<file path="config.mk">
export PLATFORM = sky130hd
export DESIGN_NAME = alarma_arbitro
export DESIGN_NICKNAME = d
export VERILOG_FILES = /design/src/rtl/alarma_pkg.sv /design/src/rtl/alarma_arbitro_prio_enc.sv /design/src/rtl/alarma_arbitro.sv
export SDC_FILE = /design/constraint.sdc
export NUM_CORES = 1
export LEC_CHECK = 0
export CAP_MARGIN = 5
export CORE_ASPECT_RATIO = 0.75
export CORE_MARGIN = 2
export CORE_UTILIZATION = 65
export CTS_CLUSTER_SIZE = 8
export DETAILED_ROUTE_END_ITERATION = 8
export PLACE_DENSITY = 0.85
export SLEW_MARGIN = 10
export SYNTH_ARGS = -nofsm -noshare
export SYNTH_HDL_FRONTEND = slang
export SYNTH_SLANG_ARGS = --single-unit
</file>
<file path="constraint.sdc">
create_clock -name clk -period 4.56 [get_ports clk]
set_clock_uncertainty 0.2 [all_clocks]
set_input_delay 1.14 -clock clk [delete_from_list [all_inputs] [get_ports clk]]
set_output_delay 1.14 -clock clk [all_outputs]
set_load 0.1 [all_outputs]
</file>
<file path="src/rtl/alarma_pkg.sv">
// Shared types and default timing/source constants for the alarm speaker arbiter.
package alarma_pkg;

  typedef enum logic [1:0] {
    ST_IDLE = 2'd0,
    ST_PLAY = 2'd1,
    ST_GAP  = 2'd2
  } state_t;

  localparam int unsigned CLK_HZ   = 50_000_000;
  localparam int unsigned MIN_PLAY = 100_000_000;
  localparam int unsigned MAX_PLAY = 1_500_000_000;
  localparam int unsigned GAP      = 25_000_000;

  localparam int unsigned SRC_BOMBA       = 0;
  localparam int unsigned SRC_TANQUE_BAJO = 1;
  localparam int unsigned SRC_TANQUE_ALTO = 2;

endpackage

</file>
<file path="src/rtl/alarma_arbitro_prio_enc.sv">
// Lowest-index-first priority encoder returning {valid, index}.
module prio_enc #(
  parameter int unsigned W  = 4,
  parameter int unsigned IW = 2
) (
  input  logic [W-1:0]  vec_i,
  output logic          valid_o,
  output logic [IW-1:0] idx_o
);

  always_comb begin
    valid_o = 1'b0;
    idx_o   = '0;
    for (int unsigned i = 0; i < W; i++) begin
      if (vec_i[i] && !valid_o) begin
        valid_o = 1'b1;
        idx_o   = i[IW-1:0];
      end
    end
  end

endmodule

</file>
<file path="src/rtl/alarma_arbitro.sv">
// Fixed-priority speaker arbiter with minimum/maximum play time, inter-grant gap
// and per-source timeout masking.
module alarma_arbitro #(
  parameter int unsigned N_SRC    = 4,
  parameter int unsigned MIN_PLAY = alarma_pkg::MIN_PLAY,
  parameter int unsigned MAX_PLAY = alarma_pkg::MAX_PLAY,
  parameter int unsigned GAP      = alarma_pkg::GAP
) (
  input  logic                       clk,
  input  logic                       rst,
  input  logic [N_SRC-1:0]           req,
  input  logic [N_SRC-1:0]           tone_in,
  input  logic                       mute,
  output logic [N_SRC-1:0]           grant,
  output logic                       spk,
  output logic                       busy,
  output logic [$clog2(N_SRC)-1:0]   active_id
);

  import alarma_pkg::*;

  localparam int unsigned IW = $clog2(N_SRC);

  state_t           state_q, state_d;
  logic [31:0]      timer_q, timer_d;
  logic [31:0]      gap_q, gap_d;
  logic [IW-1:0]    active_id_q, active_id_d;
  logic [N_SRC-1:0] mask_q, mask_d;
  logic             spk_q, spk_d;
  logic             expire;

  logic [N_SRC-1:0] eligible;
  logic [N_SRC-1:0] lower_mask;
  logic             win_valid, hi_valid;
  logic [IW-1:0]    win_idx, hi_idx;

  assign eligible = req & ~mask_q;

  always_comb begin
    lower_mask = '0;
    for (int unsigned i = 0; i < N_SRC; i++) begin
      lower_mask[i] = (i < int'(active_id_q));
    end
  end

  prio_enc #(.W(N_SRC), .IW(IW)) u_win (
    .vec_i   (eligible),
    .valid_o (win_valid),
    .idx_o   (win_idx)
  );

  prio_enc #(.W(N_SRC), .IW(IW)) u_hi (
    .vec_i   (eligible & lower_mask),
    .valid_o (hi_valid),
    .idx_o   (hi_idx)
  );

  always_ff @(posedge clk) begin
    if (rst) begin
      state_q     <= ST_IDLE;
      timer_q     <= '0;
      gap_q       <= '0;
      active_id_q <= '0;
      mask_q      <= '0;
      spk_q       <= 1'b0;
    end else begin
      state_q     <= state_d;
      timer_q     <= timer_d;
      gap_q       <= gap_d;
      active_id_q <= active_id_d;
      mask_q      <= mask_d;
      spk_q       <= spk_d;
    end
  end

  always_comb begin
    state_d     = state_q;
    timer_d     = timer_q;
    gap_d       = gap_q;
    active_id_d = active_id_q;
    expire      = 1'b0;
    case (state_q)
      ST_IDLE: begin
        if (win_valid) begin
          state_d     = ST_PLAY;
          active_id_d = win_idx;
          timer_d     = '0;
        end
      end
      ST_PLAY: begin
        timer_d = timer_q + 32'd1;
        if (timer_q == MAX_PLAY - 1) begin
          state_d = ST_GAP;
          gap_d   = '0;
          expire  = 1'b1;
        end else if ((timer_q >= MIN_PLAY - 1) && (!req[active_id_q] || hi_valid)) begin
          state_d = ST_GAP;
          gap_d   = '0;
        end
      end
      ST_GAP: begin
        gap_d = gap_q + 32'd1;
        if (gap_q == GAP - 1) begin
          if (win_valid) begin
            state_d     = ST_PLAY;
            active_id_d = win_idx;
            timer_d     = '0;
          end else begin
            state_d = ST_IDLE;
          end
        end
      end
      default: state_d = ST_IDLE;
    endcase
  end

  // A low request clears its mask bit even on the cycle the timeout sets it.
  always_comb begin
    mask_d = mask_q;
    if (expire) mask_d[active_id_q] = 1'b1;
    mask_d = mask_d & req;
  end

  always_comb begin
    grant = '0;
    if (state_q == ST_PLAY) grant[active_id_q] = 1'b1;
    busy  = (state_q == ST_PLAY);
    spk_d = (state_q == ST_PLAY) && tone_in[active_id_q] && !mute;
  end

  assign spk       = spk_q;
  assign active_id = active_id_q;

endmodule
</file>
# ---- Word level (Yosys, flattened, before mapping)
# Index checks and enable logic that the tools add are counted.
dict set report word_totals {
  word_cells 89
  inputBits 11
  regBits 73
  mem_bits_rw 0
  out_inout_bits 8
  mem_bits_ro 0
  latchBits 0
  n_memories 0
}
dict set report classes {
  n_eq_ne 7
  muxes 36
  n_lt_le_gt_ge 6
  shifts 0
  n_mul 0
  addsub 2
  n_bitwise 5
  div_mod_pow 0
  n_reduce_logical 27
}
# operator n
set ops {}
lappend ops {{32-bit 2-to-1 mux} 4}
lappend ops {{32-bit one-hot mux with 3 select lines} 1}
lappend ops {{32-bit by 1-bit adder with 32-bit output (second input constant)} 2}
lappend ops {{32-bit one-hot mux with 2 select lines} 1}
lappend ops {{32-bit by 25-bit == test with 1-bit output (second input constant)} 1}
lappend ops {{32-bit by 31-bit == test with 1-bit output (second input constant)} 1}
lappend ops {{32-bit by 27-bit >= comparator with 1-bit output (second input constant)} 1}
lappend ops {{2-bit 2-to-1 mux} 8}
lappend ops {{1-bit 2-to-1 mux} 15}
lappend ops {{1-bit logical AND} 10}
lappend ops {{4-bit bitwise AND} 2}
lappend ops {{1-bit logical NOT} 8}
lappend ops {{4-bit 2-to-1 mux} 2}
lappend ops {{2-bit one-hot mux with 3 select lines} 1}
lappend ops {{2-bit AND reduction} 3}
lappend ops {{4-bit by 3-bit bitwise AND with 4-bit output} 1}
lappend ops {{1-bit binary-select mux with 2-bit select} 2}
lappend ops {{1-bit by 2-bit less-than comparator with 1-bit output (first input constant)} 2}
lappend ops {{4-bit NOT} 1}
lappend ops {{4-bit bitwise OR} 1}
lappend ops {{2-bit one-hot mux with 2 select lines} 1}
lappend ops {{2-bit nonzero test} 2}
lappend ops {{2-bit by 3-bit less-than comparator with 1-bit output (second input constant)} 1}
lappend ops {{3-bit by 1-bit != test with 1-bit output (second input constant)} 1}
lappend ops {{other kinds (11)} 11}

# ---- Logic depth before layout (Yosys ltp)
dict set report logic_depth {
  depth_word 18
  depth_mapped 10
  mapped_depth_nobuf 8
}

# ---- Modules after synthesis
# Synthesis repeated with hierarchy kept, for this count alone.
dict set report hier_totals {
  cells_unflattened 464
  hier_area_um2 3854.9
}
# mod cells_each area_per_inst_um2 seq_area_each_um2 n_inst
set modules_own_cells {}
lappend modules_own_cells {alarma_arbitro 450 3784.9 1461.4 1}
lappend modules_own_cells {prio_enc 7 35.0 0.0 2}

# ---- Worst setup path before layout
# OpenSTA, ideal clock, no wires.
dict set report synth_timing {
  path_type {register -> output}
  start {reg state_q[1]}
  end {out grant[0]}
  path_buffers 0
  required_time_ns 3.220
  stages_incl_launch_ff 5
  arrival_time_ns 3.601
  setup_slack_ns -0.381
  cell_sequence {dfxtp_1 > inv_1 > ha_1 > inv_1 > nor3_1}
}
dict set report synth_between {
  elab_chain_len 2
}
# item line
set synth_lines {}
lappend synth_lines {{start, declared} alarma_arbitro.sv:24} ;# state_t state_q, state_d;
lappend synth_lines {{start signal, assigned} alarma_arbitro.sv:67} ;# state_q <= state_d;
lappend synth_lines {{2-bit by 1-bit == test with 1-bit output} -}
lappend synth_lines {{net busy} alarma_arbitro.sv:16} ;# output logic busy,
lappend synth_lines {{4-bit 2-to-1 mux} alarma_arbitro.sv:126} ;# if (state_q == ST_PLAY) grant[active_id_q] = 1'b1;
lappend synth_lines {{end, declared} alarma_arbitro.sv:14} ;# output logic [N_SRC-1:0] grant,
# The timed path passes the listed nets, and every way through them passes these cells.

# ---- Worst setup path after layout
dict set report layout_timing {
  start {reg state_q[1]}
  end {out busy}
}
dict set report layout_between {
  elab_chain_len 1
}
# item line
set layout_lines {}
lappend layout_lines {{2-bit by 1-bit == test with 1-bit output} alarma_arbitro.sv:127} ;# busy = (state_q == ST_PLAY);
lappend layout_lines {{end, declared} alarma_arbitro.sv:16}
# Every way passes these cells.

==> flow_metrics.tcl <==
set metrics [dict create \
    tritoncts "yes" \
    track_usage_pct 28.72 \
    critical_path_class "reg -> out" \
    rsz0062_at_grt "no" \
    fin_tns_setup_ns 0 \
    h-tree-depth 3 \
    grt_overflow 0 \
    max_freq_mhz 273.5 \
    r2r_cells 8 \
    synth_fa_ha_area_share_pct 1.923 \
    num_antenna_cells 0 \
    cts_inserted_buffers 9 \
    synth_area_mm2 0.003904 \
    pin_count 19 \
    dieWidth_um 93.49 \
    gp_congestion 0.9136 \
    cts_buffer_depth 2 \
    worst_pin_slew_ns 0.9665 \
    power.density_mw_per_mm2 420.2 \
    crit_arrival_ns 2.32 \
    r2r-end "timer_q[29]" \
    synth_edf_count 0 \
    fin_hold_ws_ns 0.3052 \
    antenna_found_initial 0 \
    clock-root-buffer "clkbuf_8" \
    layout_min_cycle_time_ns 3.656 \
    drive_gt1_share_pct 7.200 \
    drt_first_pass_iters 6 \
    rows 24 \
    power_leakage_nw 1.342 \
    finalMaxSlewViolations 0 \
    core-area_mm2 0.005796 \
    ff2ff_setup_slack_ns 1.18 \
    rr_startpoint "gap_q[0]" \
    required_ns 3.22 \
    drt-total-wl_mm 9.133 \
    relSlewSlack_pct 35.37 \
    ant_nets 0 \
    die_height_um 71.12 \
    n_fill_cell 437 \
    clock_sinks 73 \
    clkLatencyLatePin_ns 0.35 \
    layout.nets 512 \
    setup_violations 0 \
    clkTransAtPathRegs_ns 0.07 \
    syn_to_final_growth_pct 11.25 \
    crit_path_start_kind "register" \
    port-buffer-count 18 \
    drc_errors 0 \
    post_drt_wl_per_cell_um 15.80 \
    syn_area_per_cell_um2 8.082 \
    synth_compound_area_share_pct 14.36 \
    async_reset_ff_share_pct 0 \
    cts_hold_buf 0 \
    critPathCaptureType "output port" \
    cts_setup_buffers 0 \
    cts_resized 0 \
    seq_area_frac_synth_pct 37.44 \
    syn_nets 500 \
    synth-xor-area-share_pct 7.853 \
    status "completed" \
    crit_end "busy" \
    hold_path.class "reg -> reg" \
    path_max_fanout 7 \
    vias_per_cell 6.320 \
    initial_utilization_pct 67.36 \
    grt_max_degree 34 \
    hpwl_mm 6.321 \
    drt_iter0_markers 330 \
    vias 3653 \
    synthDistinctLibCells 57 \
    muxShareOfSynthArea_pct 1.635 \
    ir_drop_mv 0.2667 \
    synth_top_family_by_area "simple AND/OR/NAND/NOR gates" \
    max_cap_violations 0 \
    grt_pass1_wl_mm 15.29 \
    hold_viol_final 0 \
    grt_pass1_vias 3235 \
    ys_seq_elements 73 \
    synthSimpleGateAreaFrac_pct 32.53 \
    syn_inst 483 \
    dominantRegCellSynth "dfxtp_1" \
    yosys_warnings 0 \
    crit_start "state_q[1]" \
    dieArea_mm2 0.006648 \
    fin_crit_sh_pct 80.18 \
]
layer usage:
layer	part of all wire, %	up-vias	GRT usage (%)	wire length [um]
met5	0	-	0	0
met4	1.1	0	7.190	104
met3	8.9	13	7.242	810
met2	43	171	42.13	3904
met1	47	1705	42.36	4314
li1	-	1764	-	-
cell usage in the layout (no fill, tap or decap), types with 17 or more instances in the layout:
cell	instances
a21oi_1	31
dfxtp_1	73
inv_1	18
nand2_1	39
nand3_1	26
nand4_1	17
nor2_1	63
nor3_1	17
o21ai_0	18
xnor2_1	21
cells by family after synthesis:
group / after synthesis
simple gates: 242
compound gates: 83
flops: 73
buf+inv: 39
xor+xnor: 35
fa+ha+maj: 6
mux: 5
power breakdown:
part	internal [W]	switching, W
clock network	0.000364	0.000243
logic	0.000147	0.000386
registers	0.000657	0.0000269
cell usage after synthesis (all sizes together) (7+ instances only):
cell,n,area [um2]
buf,9,53.80
o31ai,7,52.55
inv,18,67.56
xor2,14,122.6
xnor2,21,183.9
a21oi,31,155.2
or4,11,82.58
clkbuf,12,45.04
nand2b,8,50.05
or3,15,93.84
nor2,64,247.7
dfxtp,73,1461
nand4,17,106.4
and3,9,56.30
nand3,26,130.1
nor3,18,90.09
o21ai,19,98.85
nor4,9,56.30
nand2,39,146.4
registers in the layout, summed over array words and instances, names as in the netlist:
signal,count
gap_q,32
active_id,2
timer_q,32
state_q,2
spk,1
mask_q,4
critical path, stage by stage (launching register included):
cell and delay [ns]:
dfxtp_1 0.33, inv_1 0.11, ha_1 0.34, clkdlybuf4s50_1 1.20
worst min path at each step:
| stage | endpoint | startpoint | slack [ns] | cells after the start |
|---|---|---|---|---|
| after floorplan | gap_q[24] | gap_q[24] | 0.26 | 2 |
| after global placement | gap_q[13] | gap_q[13] | 0.27 | 2 |
| after detailed placement | gap_q[24] | gap_q[24] | 0.29 | 2 |
| after CTS | gap_q[24] | gap_q[24] | 0.30 | 2 |
| after global routing | gap_q[24] | gap_q[24] | 0.32 | 2 |
| final | gap_q[13] | gap_q[13] | 0.31 | 2 |
stage by stage:
stage	instances	total power [W]	setup slack (ns)	utilization (%)	cell area, um2
after floorplan	483	0.001120	0.4726	-	3909
after global placement	562	0.001209	0.8600	70.88	4108
after global routing	578	0.001904	0.8311	74.94	4343
after detailed placement	562	0.001225	0.7348	70.88	4108
after CTS	578	0.001823	0.8964	74.94	4343
final	578	0.001825	0.9040	74.94	4343
area by class of cell:
class	instances	area [um2]	share of cell area [%]
multi-input combinational	371	2281	52.52
sequential	73	1461	33.65
timing repair buffer	22	200.2	4.610
clock buffer	11	131.4	3.025
clock inverter	5	103.9	2.391
tap	78	97.59	2.247
inverter	18	67.56	1.556
(Power assumes the default switching activity.)
